## config.mk

```make
export PLATFORM = sky130hd
export DESIGN_NAME = rom_streamer_flat
export DESIGN_NICKNAME = d
export VERILOG_FILES = /design/src/rtl/rom_streamer_if.sv /design/src/rtl/rom_streamer.sv /design/src/flat_wrapper.sv
export SDC_FILE = /design/constraint.sdc
export NUM_CORES = 1
export LEC_CHECK = 0
export BUFFER_PORTS_ARGS = -buffer_cell sky130_fd_sc_hd__buf_4
export CELL_PAD_IN_SITES_DETAIL_PLACEMENT = 0
export CELL_PAD_IN_SITES_GLOBAL_PLACEMENT = 1
export CORE_AREA = 2 2 142 144
export CTS_CLUSTER_DIAMETER = 50
export CTS_CLUSTER_SIZE = 12
export DETAILED_ROUTE_END_ITERATION = 7
export DIE_AREA = 0 0 144 146
export PLACE_DENSITY = 0.74
export SETUP_SLACK_MARGIN = 0.1
export SLEW_MARGIN = 10
export SYNTH_ARGS = -nofsm -noshare
export SYNTH_HDL_FRONTEND = slang
export SYNTH_SLANG_ARGS = --single-unit
```

## constraint.sdc

```tcl
create_clock -name clk -period 2.3 [get_ports clk]
set_input_delay 0.46 -clock clk [delete_from_list [all_inputs] [get_ports clk]]
set_output_delay 0.46 -clock clk [all_outputs]
set_load 0.02 [all_outputs]
```

## src/rtl/rom_streamer_if.sv

```systemverilog
// rom_streamer_if: control, memory and stream signals of rom_streamer.
//   start/base_addr/len   burst request, sampled by the streamer in IDLE
//   busy/done             burst status
//   mem_addr/mem_data     synchronous-read memory port (data one edge after addr)
//   out_*                 valid/ready word stream, out_last tags the final word
// slave is the streamer side, master is the requester/memory/consumer side.
interface rom_streamer_if #(
    parameter int width     = 64,
    parameter int addr_size = 6
);
    logic                 start;
    logic [addr_size-1:0] base_addr;
    logic [addr_size:0]   len;
    logic                 busy;
    logic                 done;
    logic [addr_size-1:0] mem_addr;
    logic [width-1:0]     mem_data;
    logic [width-1:0]     out_data;
    logic                 out_valid;
    logic                 out_ready;
    logic                 out_last;

    modport slave (
        input  start, base_addr, len, mem_data, out_ready,
        output busy, done, mem_addr, out_data, out_valid, out_last
    );

    modport master (
        output start, base_addr, len, mem_data, out_ready,
        input  busy, done, mem_addr, out_data, out_valid, out_last
    );
endinterface

```

## src/rtl/rom_streamer.sv

```systemverilog
// rom_streamer: reads a burst of len words from base_addr (wrapping modulo depth)
// out of a synchronous-read memory and streams them through a 2-entry FIFO.
//   clk    single clock
//   rst_n  asynchronous active-low reset
//   bus    rom_streamer_if.slave (request, status, memory port, output stream)
module rom_streamer #(
    parameter int width     = 64,
    parameter int depth     = 64,
    parameter int addr_size = $clog2(depth)
) (
    input  logic           clk,
    input  logic           rst_n,
    rom_streamer_if.slave  bus
);
    localparam logic [1:0] IDLE  = 2'd0;
    localparam logic [1:0] RUN   = 2'd1;
    localparam logic [1:0] FLUSH = 2'd2;

    localparam logic [addr_size-1:0] last_addr = addr_size'(depth - 1);
    localparam logic [addr_size-1:0] addr_one  = addr_size'(1);
    localparam logic [addr_size:0]   cnt_one   = (addr_size + 1)'(1);

    logic [1:0]           state;
    logic [addr_size-1:0] addr;
    logic [addr_size:0]   len_reg;
    logic [addr_size:0]   issue_cnt;
    logic                 inflight;
    logic                 inflight_last;
    logic                 done_r;
    logic [width-1:0]     fifo_data [2];
    logic [1:0]           fifo_last;
    logic                 rd_ptr;
    logic                 wr_ptr;
    logic [1:0]           count;
    logic                 pop;
    logic                 issue;
    logic                 accept;
    logic                 final_pop;

    assign pop       = (count != 2'd0) && bus.out_ready;
    assign accept    = (state == IDLE) && bus.start;
    assign final_pop = (state == RUN) && pop && fifo_last[rd_ptr];
    // A new read may only go out if its word is guaranteed a FIFO slot on return.
    assign issue     = (state == RUN) && (issue_cnt < len_reg) &&
                       (({1'b0, count} + {2'b0, inflight}) < (3'd2 + {2'b0, pop}));

    // addr tracks (base + issue_cnt) mod depth incrementally, so depth need not be a power of two.
    always_ff @(posedge clk or negedge rst_n) begin
        if (!rst_n) begin
            state         <= IDLE;
            addr          <= '0;
            len_reg       <= '0;
            issue_cnt     <= '0;
            inflight      <= 1'b0;
            inflight_last <= 1'b0;
            done_r        <= 1'b0;
            fifo_data[0]  <= '0;
            fifo_data[1]  <= '0;
            fifo_last     <= '0;
            rd_ptr        <= 1'b0;
            wr_ptr        <= 1'b0;
            count         <= '0;
        end else begin
            done_r        <= (accept && bus.len == '0) || final_pop;
            inflight      <= issue;
            inflight_last <= issue && (issue_cnt == len_reg - cnt_one);
            if (accept) begin
                state     <= (bus.len == '0) ? FLUSH : RUN;
                addr      <= bus.base_addr;
                len_reg   <= bus.len;
                issue_cnt <= '0;
            end else if (state == FLUSH || final_pop) begin
                state <= IDLE;
            end
            if (issue) begin
                issue_cnt <= issue_cnt + cnt_one;
                addr      <= (addr == last_addr) ? '0 : addr + addr_one;
            end
            if (inflight) begin
                fifo_data[wr_ptr] <= bus.mem_data;
                fifo_last[wr_ptr] <= inflight_last;
                wr_ptr            <= ~wr_ptr;
            end
            if (pop)
                rd_ptr <= ~rd_ptr;
            count <= count + {1'b0, inflight} - {1'b0, pop};
        end
    end

    assign bus.busy      = state != IDLE;
    assign bus.done      = done_r;
    assign bus.mem_addr  = (state == RUN) ? addr : '0;
    assign bus.out_valid = count != 2'd0;
    assign bus.out_data  = bus.out_valid ? fifo_data[rd_ptr] : '0;
    assign bus.out_last  = bus.out_valid && fifo_last[rd_ptr];
endmodule

```

## src/flat_wrapper.sv

```systemverilog
// flat-port wrapper written by rule: the top's interface ports become plain ports
module rom_streamer_flat 
#(
    parameter int width     = 64,
    parameter int depth     = 64,
    parameter int addr_size = $clog2(depth)
)
  (clk, rst_n, bus_start, bus_base_addr, bus_len, bus_mem_data, bus_out_ready, bus_busy, bus_done, bus_mem_addr, bus_out_data, bus_out_valid, bus_out_last);
  rom_streamer_if #(.width(width), .addr_size(addr_size)) bus_i ();
  input  logic clk;
  input  logic rst_n;
  input wire logic [$bits(bus_i.start)-1:0] bus_start;
  input wire logic [$bits(bus_i.base_addr)-1:0] bus_base_addr;
  input wire logic [$bits(bus_i.len)-1:0] bus_len;
  input wire logic [$bits(bus_i.mem_data)-1:0] bus_mem_data;
  input wire logic [$bits(bus_i.out_ready)-1:0] bus_out_ready;
  output wire logic [$bits(bus_i.busy)-1:0] bus_busy;
  output wire logic [$bits(bus_i.done)-1:0] bus_done;
  output wire logic [$bits(bus_i.mem_addr)-1:0] bus_mem_addr;
  output wire logic [$bits(bus_i.out_data)-1:0] bus_out_data;
  output wire logic [$bits(bus_i.out_valid)-1:0] bus_out_valid;
  output wire logic [$bits(bus_i.out_last)-1:0] bus_out_last;
  assign bus_i.start = bus_start;
  assign bus_i.base_addr = bus_base_addr;
  assign bus_i.len = bus_len;
  assign bus_i.mem_data = bus_mem_data;
  assign bus_i.out_ready = bus_out_ready;
  assign bus_busy = bus_i.busy;
  assign bus_done = bus_i.done;
  assign bus_mem_addr = bus_i.mem_addr;
  assign bus_out_data = bus_i.out_data;
  assign bus_out_valid = bus_i.out_valid;
  assign bus_out_last = bus_i.out_last;
  rom_streamer #(.width(width), .depth(depth), .addr_size(addr_size)) u_core (.clk(clk), .rst_n(rst_n), .bus(bus_i));
endmodule
```

=== Yosys cells after proc, flatten, opt, wreduce, memory -nomap -nowiden ===
Index checks and enable logic that the tools add are counted.
Widths: inputs -> output; s select.

* Input port bits: 81
* Output and inout port bits: 74
* Register bits: 159

* Multiplexer cells: 21
* Reductions and logical operators: 19
* Equal/unequal tests: 4
* Order comparisons: 8
* Bitwise operators: 4
* Add/sub/neg operators: 7

{| class="wikitable"
|+ Operators with widths
! operator !! number
|-
| $mux 64 || 5
|-
| $bwmux 128 || 1
|-
| $demux 64 s1 || 1
|-
| $mux 6 || 4
|-
| $mux 7 || 2
|-
| $logic_and 1x1->1 || 11
|-
| $reduce_bool 2->1 || 4
|-
| $add 7x1->7 const B || 1
|-
| $eq 7x7->1 || 1
|-
| $logic_not 7->1 || 1
|-
| $lt 7x7->1 || 1
|-
| $sub 7x1->7 const B || 1
|-
| $add 6x1->6 const B || 1
|-
| $eq 6x6->1 const B || 1
|-
| $mux 2 || 3
|-
| $ge 2x2->1 const B || 2
|-
| $lt 1x2->1 const B || 2
|-
| $not 1->2 || 2
|-
| $add 2x1->3 || 1
|-
| $add 2x1->3 const A || 1
|-
| $lt 3x3->1 || 1
|-
| $mux 1 || 3
|-
| $add 2x1->2 || 1
|-
| $bwmux 2 || 1
|-
| other kinds (9) || 11
|}

=== Longest topological paths before layout ===
Gate-level depths: netlist (run 1).

* Depth in word-level cells: 7
* Gate-level depth with buffers: 10

=== Least setup slack after synthesis (run 1) ===
Ideal clock, no wire load.

* Kind: reg2reg
* Start: register u_core.count[0]
* End: register u_core.issue_cnt[6]
* Library setup time: 0.136 ns
* Stages on the path, launching flop included: 10
* Setup slack: 0.117 ns
* Path buffers: 2
* Required time: 2.164 ns
* Arrival: 2.048 ns
* Cells stage by stage: dfrtp_1 ha_1 ha_1 a211oi_2 o211ai_1 or3_1 buf_2 buf_2 o311ai_1 o41ai_1

* Cells in the longest elaborated chain, start to end: 6

{| class="wikitable"
|+ RTL lines
! element !! RTL line !! source
|-
| start: declaration || rom_streamer.sv:34 || <nowiki>logic [1:0] count;</nowiki>
|-
| start signal: assignment || rom_streamer.sv:86 || <nowiki>count <= count + {1'b0, inflight} - {1'b0, pop};</nowiki>
|-
| $reduce_bool 2->1 || rom_streamer.sv:40 || <nowiki>assign pop = (count != 2'd0) && bus.out_ready;</nowiki>
|-
| $logic_and 1x1->1 || rom_streamer.sv:40 ||
|-
| $add 2x1->3 || rom_streamer.sv:45 || <nowiki>(({1'b0, count} + {2'b0, inflight}) < (3'd2 + {2'b0, pop}));</nowiki>
|-
| $lt 3x3->1 (*) || rom_streamer.sv:45 ||
|-
| $logic_and 1x1->1 (*) || rom_streamer.sv:44 || <nowiki>assign issue = (state == RUN) && (issue_cnt < len_reg) &&</nowiki>
|-
| $mux 7 or $reduce_bool 2->1 (tied branches) || - ||
|-
| end signal: assignment || rom_streamer.sv:76 || <nowiki>issue_cnt <= issue_cnt + cnt_one;</nowiki>
|-
| end: declaration || rom_streamer.sv:26 || <nowiki>logic [addr_size:0] issue_cnt;</nowiki>
|}

Every way passes the cells marked *; elsewhere a longest branch is shown, timed or not.
A chain may end at the register's enable or synchronous reset.

=== Final worst setup path (run 1) ===
* Start: register u_core.count[0]
* End: register u_core.addr[5]

* Cells in the longest elaborated chain, start to end: 6

{| class="wikitable"
|+ RTL lines
! element !! RTL line !! source
|-
| $reduce_bool 2->1 || rom_streamer.sv:40 ||
|-
| $logic_and 1x1->1 || rom_streamer.sv:40 ||
|-
| $add 2x1->3 || rom_streamer.sv:45 ||
|-
| $lt 3x3->1 (*) || rom_streamer.sv:45 ||
|-
| $logic_and 1x1->1 (*) || rom_streamer.sv:44 ||
|-
| $mux 6 or $reduce_bool 2->1 (tied branches) || - ||
|-
| end signal: assignment || rom_streamer.sv:69 || <nowiki>addr <= bus.base_addr;</nowiki>
|-
| end signal: assignment || rom_streamer.sv:77 || <nowiki>addr <= (addr == last_addr) ? '0 : addr + addr_one;</nowiki>
|-
| end: declaration || rom_streamer.sv:24 || <nowiki>logic [addr_size-1:0] addr;</nowiki>
|}

Marked as above.

==> summary by stage, run 1 <==
Global route
For this run the aggregate overflow at the end of global routing stands at 0. The via count of the first global-routing pass is ~5.8k. The global-route usage over all layers is around 17%.

Entering global routing, the biggest net connects 57 pins. The first global-routing pass estimated between 20000 and 30000 µm of wire. The initial antenna violation count is 0.

Job
Max-cap violations in this run came to 0.

STA
The final number of hold-violating endpoints is 0. The clock period minus worst slack is around 2.1 ns. The max-slew violation total from the final report came to 0. The worst clock skew is about 0.011 ns. The maximum clock frequency is 465.5 MHz. Setup violations remaining at the end of the flow were counted as 0.

After layout, the worst path uses between 90% and 100% of the clock period. Setup repair after global routing could not meet its margin everywhere. The relative max-transition margin is between 60% and 70%.

For the pin with the worst max-slew slack, the measured transition is roughly 0.51 ns.

Logic synthesis
The register bit total from synthesis is approximately 160. The share of the Yosys chip area taken by registers is a little over half. Each instance of the synthesized netlist takes up on average 12.22 µm².

Yosys printed 0 warnings. The number of enable-type register cells in the synthesized netlist is 0. For this run, the leading register cell type out of synthesis is sky130_fd_sc_hd__dfrtp_1. The count of mapped cells out of synthesis is slightly above 600. The number of distinct library cells after synthesis is between 40 and 50. The post-synthesis net count is 710.

Counting flops with an async set or reset pin after synthesis yields a share of 100.0%. The summed instance area of the synthesized netlist is 7517 µm².

Critical path
In this run the worst setup path begins at u_core.count[0]. The endpoint class of the critical path is a flop. The kind of launch point of the worst setup path is a flop.

The data arrival time of the worst path is 2.50 ns. The worst register-to-register path begins at u_core.count[0]. Counting cells, the worst reg-to-reg path comes to 7. The critical path required time is about 2.7 ns. The worst setup path is of the reg2reg kind. The top fanout value on the critical path is 5.

Detailed routing
The first TritonRoute pass finished after 4 iterations. The first routing iteration left 234 violations. The number of nets with antenna violations after routing is 0. Summed over all layers, the routed wires come to roughly 18000 µm. The final routed DRC violation total is 0. The via density per instance is roughly 5.1. The number of vias in the routed layout is between 5k and 6k. The wire length per cell is 16.83 µm.

Floorplanning
The core region is just under 20000 µm². The die height is around 150 µm. ~160 I/O pins were placed. The overall die width is roughly 140 µm. The number of core rows is 51.

The area of the die is around 21000 µm². Once the floorplan was initialized, standard cells occupied around two fifths of the core.

Power
The maximum ir drop on the vdd rail is approximately 0.00080 V. The total power divided by cell area is between 1500 and 2000 nW/µm². The leakage power summed over all cells is 4.561 nW.

Layout
The repair_antennas step left the layout with diodes totalling 0. Cells fill approximately half of the core in the end. The fraction of final layout cells sized beyond drive strength 1 is between 40% and 50%.

Compared with the post-synthesis result, the final layout area differs by 30.86%. The storage element area is around 4000 µm². The final instance count without filler cells is 1055. Fill cells in the final layout number 1703.

The register with the most flip-flops in the layout has about 130 of them. The final layout contains slightly below 900 nets. In the final layout, the multi-input gates occupy around 3400 µm².

Clocking
In this run the number of H-tree levels came out at 4. The TritonCTS clock tree is yes. The clock reaches the later pin of the worst-skew pair after 0.42 ns. The clock net in this run drives a total of about 160 sinks.

The clock passes through at most 2 buffers. Clock-pin slew was measured on the worst setup and hold paths at about 0.06 ns. TritonCTS created 17 clock buffers.

The cell at the root of the clock tree is sky130_fd_sc_hd__clkbuf_16.

Hold path
The worst hold path passes through 3 cells. The worst hold path class is in2reg. In this run the most critical hold path is launched from bus_len[0].

Run status
The flow ran to the end, and the final reports show no timing, DRC or antenna violations.

Placement
The wire-length estimate of the detail-placed layout is about 12000 µm. The number of cells after detailed placement is around 1.0k. The count of buffers added on input and output ports is around 150.

Routability-driven placement finished with a final weighted congestion of around 0.8.
placed cells by master, fill, tap and decap left out, types with 3 or more instances in the layout:
cell type                    synthesis  layout
sky130_fd_sc_hd__a211o_1             4       4
sky130_fd_sc_hd__a21oi_1             5       4
sky130_fd_sc_hd__a31oi_1             3       3
sky130_fd_sc_hd__and2_1              5       5
sky130_fd_sc_hd__and3_1              5       5
sky130_fd_sc_hd__buf_12              0      10
sky130_fd_sc_hd__buf_4               1     168
sky130_fd_sc_hd__clkbuf_16           0      17
sky130_fd_sc_hd__clkinvlp_4          0       5
sky130_fd_sc_hd__dfrtp_1           159     158
sky130_fd_sc_hd__ha_1               14      12
sky130_fd_sc_hd__inv_1              17      16
sky130_fd_sc_hd__mux2_2            131     131
sky130_fd_sc_hd__mux2i_1            65      64
sky130_fd_sc_hd__nand2_1            19      18
sky130_fd_sc_hd__nand3_1            10      10
sky130_fd_sc_hd__nand4_1             5       5
sky130_fd_sc_hd__nor2_1             72      70
sky130_fd_sc_hd__nor3_1              9       9
sky130_fd_sc_hd__nor3b_1             3       3
sky130_fd_sc_hd__o21ai_0            12      12
sky130_fd_sc_hd__or3_1               4       3
sky130_fd_sc_hd__xnor2_1            10      10
power breakdown:
group	switching (mW)	internal, mW	leakage, nW
logic	4.69	4.52	2.42
clock network	1.10	1.64	0.264
registers	0.822	4.22	1.87
total	6.62	10.4	4.56
cells by family (layout without fill, tap and decap cells):
kind of cell,count (synthesis),in the layout,synth area share [%]
compound gates,39,39,3.479
xor+xnor,12,12,1.398
fa+ha+maj,14,14,2.330
buf+inv,53,227,2.896
flops,159,159,52.93
mux,196,196,28.28
simple gates,142,143,8.688
worst paths after layout:
path	endpoint	slack (ns)
max	u_core.addr[5]	0.15
min	u_core.len_reg[0]	0.26
max reg2reg	u_core.addr[5]	0.15
min reg2reg	u_core.fifo_data[6]	0.50
max in group asynchronous	u_core.fifo_data[41]	1.08
min in group asynchronous	u_core.fifo_data[80]	0.54
stage by stage:
step / instance area, µm² / setup TNS [ns] / power [mW] / hold WS (ns) / setup slack [ns]
2_1_floorplan: 7517 / 0 / 10.77 / 0.1644 / 0.1168
3_3_place_gp: 9156 / 0 / 13.76 / 0.4189 / 0.07581
3_5_place_dp: 9156 / -0.03908 / 14.10 / 0.4240 / -0.03908
4_1_cts: 9771 / 0 / 16.97 / 0.2474 / 0.03481
5_1_grt: 9837 / 0 / 18.15 / 0.2546 / 0.03975
6_report: 9837 / 0 / 17.00 / 0.2621 / 0.1518
layout make-up:
class,instances,area share [%]
clock buffer,21,4.681
sequential,159,40.49
clock inverter,9,1.132
tap,265,3.371
timing repair buffer,180,15.07
inverter,17,0.6487
multi-input combinational,404,34.61
critical path, stage by stage (launching register included):
cell,delay [ns]
sky130_fd_sc_hd__dfrtp_1,0.39
sky130_fd_sc_hd__ha_1,0.20
sky130_fd_sc_hd__ha_1,0.19
sky130_fd_sc_hd__a211oi_2,0.14
sky130_fd_sc_hd__o211ai_1,0.16
sky130_fd_sc_hd__or3_4,0.40
sky130_fd_sc_hd__or4_4,0.50
sky130_fd_sc_hd__nand4_1,0.11
layer usage:
layer / part of all wire, % / global-route usage [%]
met5: 0 / 0
met2: 49 / 28.43
met3: 5.4 / 4.047
met4: 1.4 / 5.098
met1: 45 / 22.68
Yosys cell counts, types with 2 or more instances:
master	number	area, µm²
sky130_fd_sc_hd__mux2_2	131	1475
sky130_fd_sc_hd__nor2_1	72	270.3
sky130_fd_sc_hd__and3_1	5	31.28
sky130_fd_sc_hd__nor4_1	3	18.77
sky130_fd_sc_hd__xor2_1	2	17.52
sky130_fd_sc_hd__and2_1	5	31.28
sky130_fd_sc_hd__a21oi_1	5	25.02
sky130_fd_sc_hd__mux2i_1	65	650.6
sky130_fd_sc_hd__o21ai_0	12	60.06
sky130_fd_sc_hd__or3_1	4	25.02
sky130_fd_sc_hd__ha_1	14	175.2
sky130_fd_sc_hd__or2_2	2	12.51
sky130_fd_sc_hd__xnor2_1	10	87.58
sky130_fd_sc_hd__o22ai_1	2	12.51
sky130_fd_sc_hd__clkbuf_1	17	63.81
sky130_fd_sc_hd__dfrtp_1	159	3979
sky130_fd_sc_hd__buf_2	12	60.06
sky130_fd_sc_hd__o211ai_1	2	15.01
sky130_fd_sc_hd__buf_1	6	22.52
sky130_fd_sc_hd__nor3_1	9	45.04
sky130_fd_sc_hd__a31oi_1	3	18.77
sky130_fd_sc_hd__inv_1	17	63.81
sky130_fd_sc_hd__a211o_1	4	35.03
sky130_fd_sc_hd__nor3b_1	3	22.52
sky130_fd_sc_hd__nand4_1	5	31.28
sky130_fd_sc_hd__nand3_1	10	50.05
sky130_fd_sc_hd__nand2_1	19	71.32
what timing repair did:
| action | in CTS | in global routing |
|---|---|---|
| gates cloned | 0 | 1 |
| setup buffers | 1 | 0 |
| endpoints found under the hold margin | 43 | 0 |
| resized for setup | 3 | 10 |
| hold buffers | 1 | 0 |
| pin swaps | 0 | 3 |
| setup endpoints to repair | 67 | 15 |
No activity file was read; power rests on OpenSTA's default activity.
==> run 2, diff against run 1 <==
REMOVE_ABC_BUFFERS = 1   (was default)
==> summary by stage, run 2 (same netlist as run 1, synthesis figures left out) <==
STA
The final number of hold-violating endpoints is 10. The final hold slack is -0.01979 ns. Setup repair after global routing could not meet its margin everywhere.

Counting I/O delays and the setup requirement, the final critical path takes around 2.1 ns. The max-slew violation total from the final report is 0. The worst path uses roughly 93% of the clock period.

In this run the tightest slew margin relative to its limit is 64.81%. For the final database, setup skew stands at between 0.01 and 0.015 ns. The maximum clock frequency is 465.6 MHz. For the pin with the worst max-slew slack, the measured transition is about 0.53 ns.

The number of endpoints failing setup at the final stage is 0. The final worst setup slack is approximately 0.15 ns.

Clocking
The maximum level of the CTS H-tree is 4. The cell at the root of the clock tree is sky130_fd_sc_hd__clkbuf_16. The later pin in the worst-skew pair is clocked with a latency of approximately 0.42 ns. TritonCTS built the clock tree. The total clock sinks is 159. After clock tree synthesis, the clock-pin slew on the worst setup and hold paths is roughly 0.070 ns. In this run the deepest clock path goes through 2 buffers. Counting the buffers created by CTS gives 17.

Global route
The final global-route overflow total is 0. The initial antenna violation count is 0. The maximum number of pins on one net before global-route repair is 52.

The via count of the first global-routing pass is roughly 5.6k. The global-route wire length before repair is roughly 28000 µm. For this run, the total global-route usage over all layers was measured as around 17%.

Placement
Once detailed placement completed, the half-perimeter wirelength came to approximately 12000 µm. The placed instances occupy a cell area of approximately 9200 µm². The number of input and output port buffers inserted is about 150.

The final weighted congestion in routability-driven placement is about 0.86. OpenSTA, run right after detailed placement, puts the worst setup slack at -0.006616 ns.

Job
Max-cap violations in this run came to 0.

Power
The combinational group share of total power is a little over half. The total power divided by cell area is between 1500 and 2000 nW/µm². The fraction of power spent switching nets is between 30% and 40%. The internal portion of the total power is between 10 and 15 mW.

Summed over all cells, the static leakage comes to roughly 4.6 nW. Sequential cells account for ~30% of the total power. The maximum ir drop on the vdd rail is about 0.00066 V. The net switching power figure is ~6.7 mW. The clock power share is 16.3%.

Critical path
The cell class contributing the biggest share of worst-path delay is simple AND/OR/NAND/NOR gates. The endpoint class of the critical path is a flop. The kind of launch point of the worst setup path is a flop.

The most frequent cell on the critical path is sky130_fd_sc_hd__a21oi_1. Among all stages on the critical path, the largest delay is contributed by sky130_fd_sc_hd__or4_4. The signal on the critical path passes through inv_2 -> ha_1 -> a21oi_1 -> a21oi_1 -> or3_4 -> or4_4 -> nand4_1. Of all nets on the critical path, the largest fanout is 5. The critical path required time is ~2.7 ns. STA puts the critical path data arrival time at around 2.5 ns. The number of buffers and inverters on the critical path is 1. The delay of the slowest critical-path stage is between 0.5 and 0.6 ns. The worst setup path is of the reg2reg kind.

Run status
The run finished, with violations left. The final reports fail on hold timing.

Detailed routing
The first detailed-routing pass ran for 4 iterations. In the final routed layout, each cell accounts on average for approximately 17 µm. The via density per instance is ~5.0. The number of nets with antenna violations after routing is 0.

The number of violations reported at the end of detailed-routing iteration 0 is ~190. After detailed routing, the number of remaining DRC violations is 0. Wires add up to 17940 µm.

The number of vias in the routed layout is between 5k and 6k.

Layout
Leaving out fill and tap cells, the most frequent cells in the layout are 179 x sky130_fd_sc_hd__buf_4, 158 x sky130_fd_sc_hd__dfrtp_1, 131 x sky130_fd_sc_hd__mux2_2. The number of flip-flops under the largest register name is around 130. The finished cells cover around 9900 µm². Of the cells placed in the final design, the portion with a size suffix greater than 1 is ~46%. The net count of the finished layout is 884. The number of diodes added for antenna fixing is 0.

Relative to the synthesized area, the layout overhead comes to 31.76%. The leading cell type in the layout, fill and taps excluded is sky130_fd_sc_hd__buf_4. Cells fill 51.23% of the core in the end. The number of fillers in the final layout is about 1.7k.

Floorplanning
The area of the die is 21020 µm². The number of core rows is 51. After floorplanning, the core was sized to cover between 15000 and 20000 µm². In this run the horizontal extent of the chip is about 140 µm. In this run the count of I/O pins placed on the die edge is between 150 and 200.

The die height is ~150 µm. The initial core utilization is 38.88%.

Hold path
The path class of the tightest hold or removal check is in2async.
[run 2: changes by cell type in the layout (fill, tap and decap cells not counted), moves of 2 or more]
cell                        delta
sky130_fd_sc_hd__clkbuf_16     +2
sky130_fd_sc_hd__clkbuf_1      -2
sky130_fd_sc_hd__nor2_1        -2
sky130_fd_sc_hd__nor2_2        +2
sky130_fd_sc_hd__clkinv_4      +3
sky130_fd_sc_hd__buf_12        -3
sky130_fd_sc_hd__clkbuf_8      -2
sky130_fd_sc_hd__buf_4        +11
[run 2: worst register-to-register path, cell delays in order, from the launching register on]
cell	delay [ns]
sky130_fd_sc_hd__dfrtp_1	0.39
sky130_fd_sc_hd__inv_2	0.08
sky130_fd_sc_hd__ha_1	0.29
sky130_fd_sc_hd__a21oi_1	0.15
sky130_fd_sc_hd__a21oi_1	0.11
sky130_fd_sc_hd__or3_4	0.44
sky130_fd_sc_hd__or4_4	0.52
sky130_fd_sc_hd__nand4_1	0.10
[run 2: final cells by class]
cell class                      instances  area [µm²]  area share (%)
Clock buffer                           17       425.4           4.295
Clock inverter                         15       162.7           1.642
Inverter                               17       63.81          0.6443
Multi-Input combinational cell        404        3382           34.15
Sequential cell                       159        3983           40.21
Tap cell                              265       331.6           3.348
Timing Repair Buffer                  190        1556           15.71
[run 2: metal layers]
| metal | GRT usage [%] | up-vias | routed length [µm] |
|---|---|---|---|
| met2 | 28.83 | 142 | 8690 |
| met1 | 21.47 | 2673 | 8215 |
| met4 | 4.510 | 0 | 193 |
| met3 | 3.982 | 17 | 845 |
| met5 | 0 | - | 0 |
| li1 | - | 2510 | - |
[run 2: worst paths after layout]
path	endpoint	cells after the start	slack (ns)	from
worst max-delay path	u_core.addr[5]	7	0.15	u_core.len_reg[2]
worst min-delay path	u_core.fifo_data[112]	1	-0.02	rst_n
worst max register to register	u_core.addr[5]	7	0.15	u_core.len_reg[2]
worst min register to register	u_core.fifo_data[32]	1	0.50	u_core.fifo_data[32]
max in group asynchronous	u_core.fifo_data[49]	2	1.58	rst_n
min in group clk	u_core.len_reg[4]	3	0.24	bus_len[4]
[run 2: power by group through the flow]
| stage | Sequential, mW | Clock [mW] | Combinational (mW) |
|---|---|---|---|
| 2_1_floorplan | 5.04 | 0 | 5.74 |
| 3_5_place_dp | 5.08 | 0 | 8.99 |
| 3_3_place_gp | 4.97 | 0 | 8.79 |
| 5_1_grt | 5.18 | 2.99 | 10.0 |
| 4_1_cts | 5.01 | 2.87 | 9.09 |
| 6_report | 5.02 | 2.79 | 9.30 |
[run 2: metrics by stage]
stage	TNS, ns	std cells	hold slack, ns	power [mW]
final	0	1067	-0.01979	17.11
after global routing	0	1067	0.01287	18.22
after CTS	0	1059	0.00001416	16.96
after detailed placement	-0.006616	1025	0.4539	14.07
after global placement	0	1025	0.4395	13.76
after floorplan	-171.30	579	0.1644	10.78
[run 2: repair_timing]
action	4_1_cts	5_1_grt
gates resized for setup	1	8
hold buffers	0	0
endpoints found under the setup margin	44	23
pin swaps	0	3
setup buffers	2	5
gates cloned	0	3
==> run 3, diff against run 2 <==
CORE_AREA = 2 2 169 122   (was 2 2 142 144)
DIE_AREA = 0 0 171 124   (was 0 0 144 146)
GPL_TIMING_DRIVEN = 0   (was default)
==> summary by stage, run 3 (same netlist as run 1, synthesis figures left out) <==
Critical path
The standard cell with the maximum stage delay on the critical path is sky130_fd_sc_hd__or3_4. The kind of launch point of the worst setup path is a flop. The depth of the worst register-to-register path is 8. The critical path required time is between 2 and 3 ns.

The worst register-to-register path has a setup slack of ~0.13 ns. The top fanout value on the critical path is 6. Together, buffers and inverters on the worst path number 1. The reg-to-reg startpoint is u_core.count[0]. The cell class contributing the biggest share of worst-path delay is compound AO/OA/AOI/OAI gates. The data arrival time of the worst path is 2.47 ns.

In this run the critical register-to-register path is captured at u_core.addr[0]. The signal on the critical path passes through ha_4 -> ha_2 -> a211oi_2 -> o211ai_1 -> or3_4 -> clkinvlp_4 -> nor2_4 -> a221o_1. The critical path is of the reg2reg type. The endpoint class of the critical path is a flop. For this run, the slowest stage of the critical path takes approximately 0.45 ns.

Floorplanning
Pin placement for this block handled around 160 I/O pins. The floorplan step defined a core boundary enclosing 19480 µm². The initial core utilization is 38.60%.

The area of the die is approximately 21000 µm². From bottom edge to top edge, the die measures between 100 and 150 µm. The number of core rows is 43.

In this run the horizontal extent of the chip is 171 µm.

Clocking
The maximum level of the CTS H-tree is 4. The worst-skew pair later-pin latency is 0.42 ns. The maximum clock insertion buffer count is 2. The number of hold buffers added after CTS was 0. After clock tree synthesis, the clock-pin slew on the worst setup and hold paths is 0.07 ns.

The tree is rooted in a sky130_fd_sc_hd__clkbuf_16. Counting the buffers created by CTS gives 17. The TritonCTS clock tree is yes. The total clock sinks is roughly 160.

Global route
The global-route wire length before repair is 27190 µm. The initial antenna violation count is 0. For this run the aggregate overflow at the end of global routing stands at 0. Entering global routing, the biggest net connects 94 pins. The via count of the first global-routing pass came to ~5.4k. In the global route stage, overall resource usage came out at 16.52%.

Layout
The library cell used most frequently in the layout, excluding fill and tap cells, is sky130_fd_sc_hd__buf_4. In the final design database the tool counted roughly 900 nets. For this run, the number of standard cells in the final layout without fillers is between 1k and 1.5k. Once layout is complete, the utilization of the core stands at slightly above 50%. The fraction of final layout cells sized beyond drive strength 1 is 47.22%. The top cell types in the final layout, fill and taps aside, are 170 x sky130_fd_sc_hd__buf_4, 152 x sky130_fd_sc_hd__dfrtp_1, 131 x sky130_fd_sc_hd__mux2_2. The synthesis-to-finish area growth is 31.71%. The number of fillers in the final layout is ~1.8k. 0 antenna diodes ended up in the layout. The register with the most flip-flops in the layout has 128 of them.

STA
The max-slew violation total from the final report is 0. The share of the cycle needed by the critical path after routing is a little over nine tenths. Setup repair after global routing could not meet its margin everywhere. Setup violations remaining at the end of the flow were counted as 0.

The worst clock skew is 0.007700 ns. The final number of hold-violating endpoints came to 0. Based on the critical path, the design can be clocked at up to between 400 and 500 MHz.

Headroom to the max-slew limit came out at between 40% and 50%. The clock period minus worst slack is between 2 and 2.5 ns. After routing, the total negative slack on setup checks comes to 0 ns. The worst path meets setup with roughly 0.13 ns of slack. At the pin with the least slew margin, the transition time is roughly 0.75 ns.

Power
The net switching power figure is 6.766 mW. The total design power is ~17 mW. The total internal power is 10.35 mW. The maximum ir drop on the vdd rail is ~0.0008 V.

The total power divided by cell area is roughly 1700 nW/µm². The clock power share is about 16%. Of the total power, the share spent switching nets is roughly two fifths. Combinational logic burns a little over half of the power. Sequential cells burn between 20% and 30% of the power. Summed over all cells, the static leakage comes to roughly 4.6 nW.

Detailed routing
The routed design has roughly 18000 µm of wire. The number of vias in the routed layout is 5302. The first routing iteration left between 200 and 300 violations. The number of iterations in the first detailed-routing pass is 4. The wire length per cell is approximately 16 µm. The via density per instance is between 4 and 5.

The number of nets with antenna violations after routing is 0. The final routed DRC violation total is 0.

Placement
The final weighted congestion in routability-driven placement is about 0.81. The number of input and output port buffers inserted is 154. The number of cells after detailed placement is between 1k and 1.5k. The pre-CTS setup slack is -0.5711 ns. The half-perimeter wire length after placement is around 12000 µm.

Hold path
The path class of the tightest hold or removal check is in2async.

Run status
The run finished with clean final reports.

Job
Across the run, the number of max-cap violations was 0.
-- run 3: cell type report --
type                    count  area, µm²  share of cell area [%]
clock inverters            14      133.9                   1.352
repair buffers            181       1505                   15.20
clock buffers              17      425.4                   4.297
flip-flops and latches    159       3990                   40.30
inverters                  17      67.56                  0.6824
well taps                 270      337.8                   3.412
multi-input cells         404       3441                   34.75
-- run 3: per-stage QoR --
stage	hold WS [ns]	area (µm²)
global route	0.1074	9901
floorplan	0.1644	7363
CTS	0.07098	9684
finish	0.06263	9901
detailed placement	0.4936	9046
global placement	0.4766	8857
-- run 3: routing by layer --
metal / global-route usage, % / routed length (µm) / up-vias
met3: 4.512 / 956 / 17
li1: - / - / 2497
met2: 26.81 / 8232 / 124
met5: 0 / 0 / -
met1: 21.72 / 8105 / 2664
met4: 5.032 / 209 / 0
-- run 3: what timing repair did --
item / CTS / global route
gates resized for setup: 3 / 23
pin swaps: 2 / 12
gates cloned: 0 / 2
endpoints found under the setup margin: 59 / 45
buffers inserted: 8 / 11
-- run 3: worst max path at each step --
stage / end / cells past startpoint / slack, ns / startpoint
after floorplan: u_core.fifo_data[100] / 3 / -1.45 / u_core.inflight
after global placement: u_core.fifo_data[74] / 3 / -3.53 / u_core.inflight
after detailed placement: u_core.addr[0] / 8 / -0.57 / u_core.count[0]
after CTS: u_core.addr[0] / 8 / 0.01 / u_core.count[0]
after global routing: u_core.addr[0] / 8 / 0.08 / u_core.count[0]
final: u_core.addr[0] / 8 / 0.13 / u_core.count[0]
-- run 3: power by group through the flow --
stage / Clock [mW] / Combinational (mW) / Sequential (mW)
2_1_floorplan: 0 / 5.74 / 5.04
3_3_place_gp: 0 / 7.48 / 5.19
3_5_place_dp: 0 / 8.63 / 5.23
4_1_cts: 2.76 / 9.05 / 5.07
5_1_grt: 2.88 / 10.1 / 5.25
6_report: 2.67 / 9.39 / 5.06
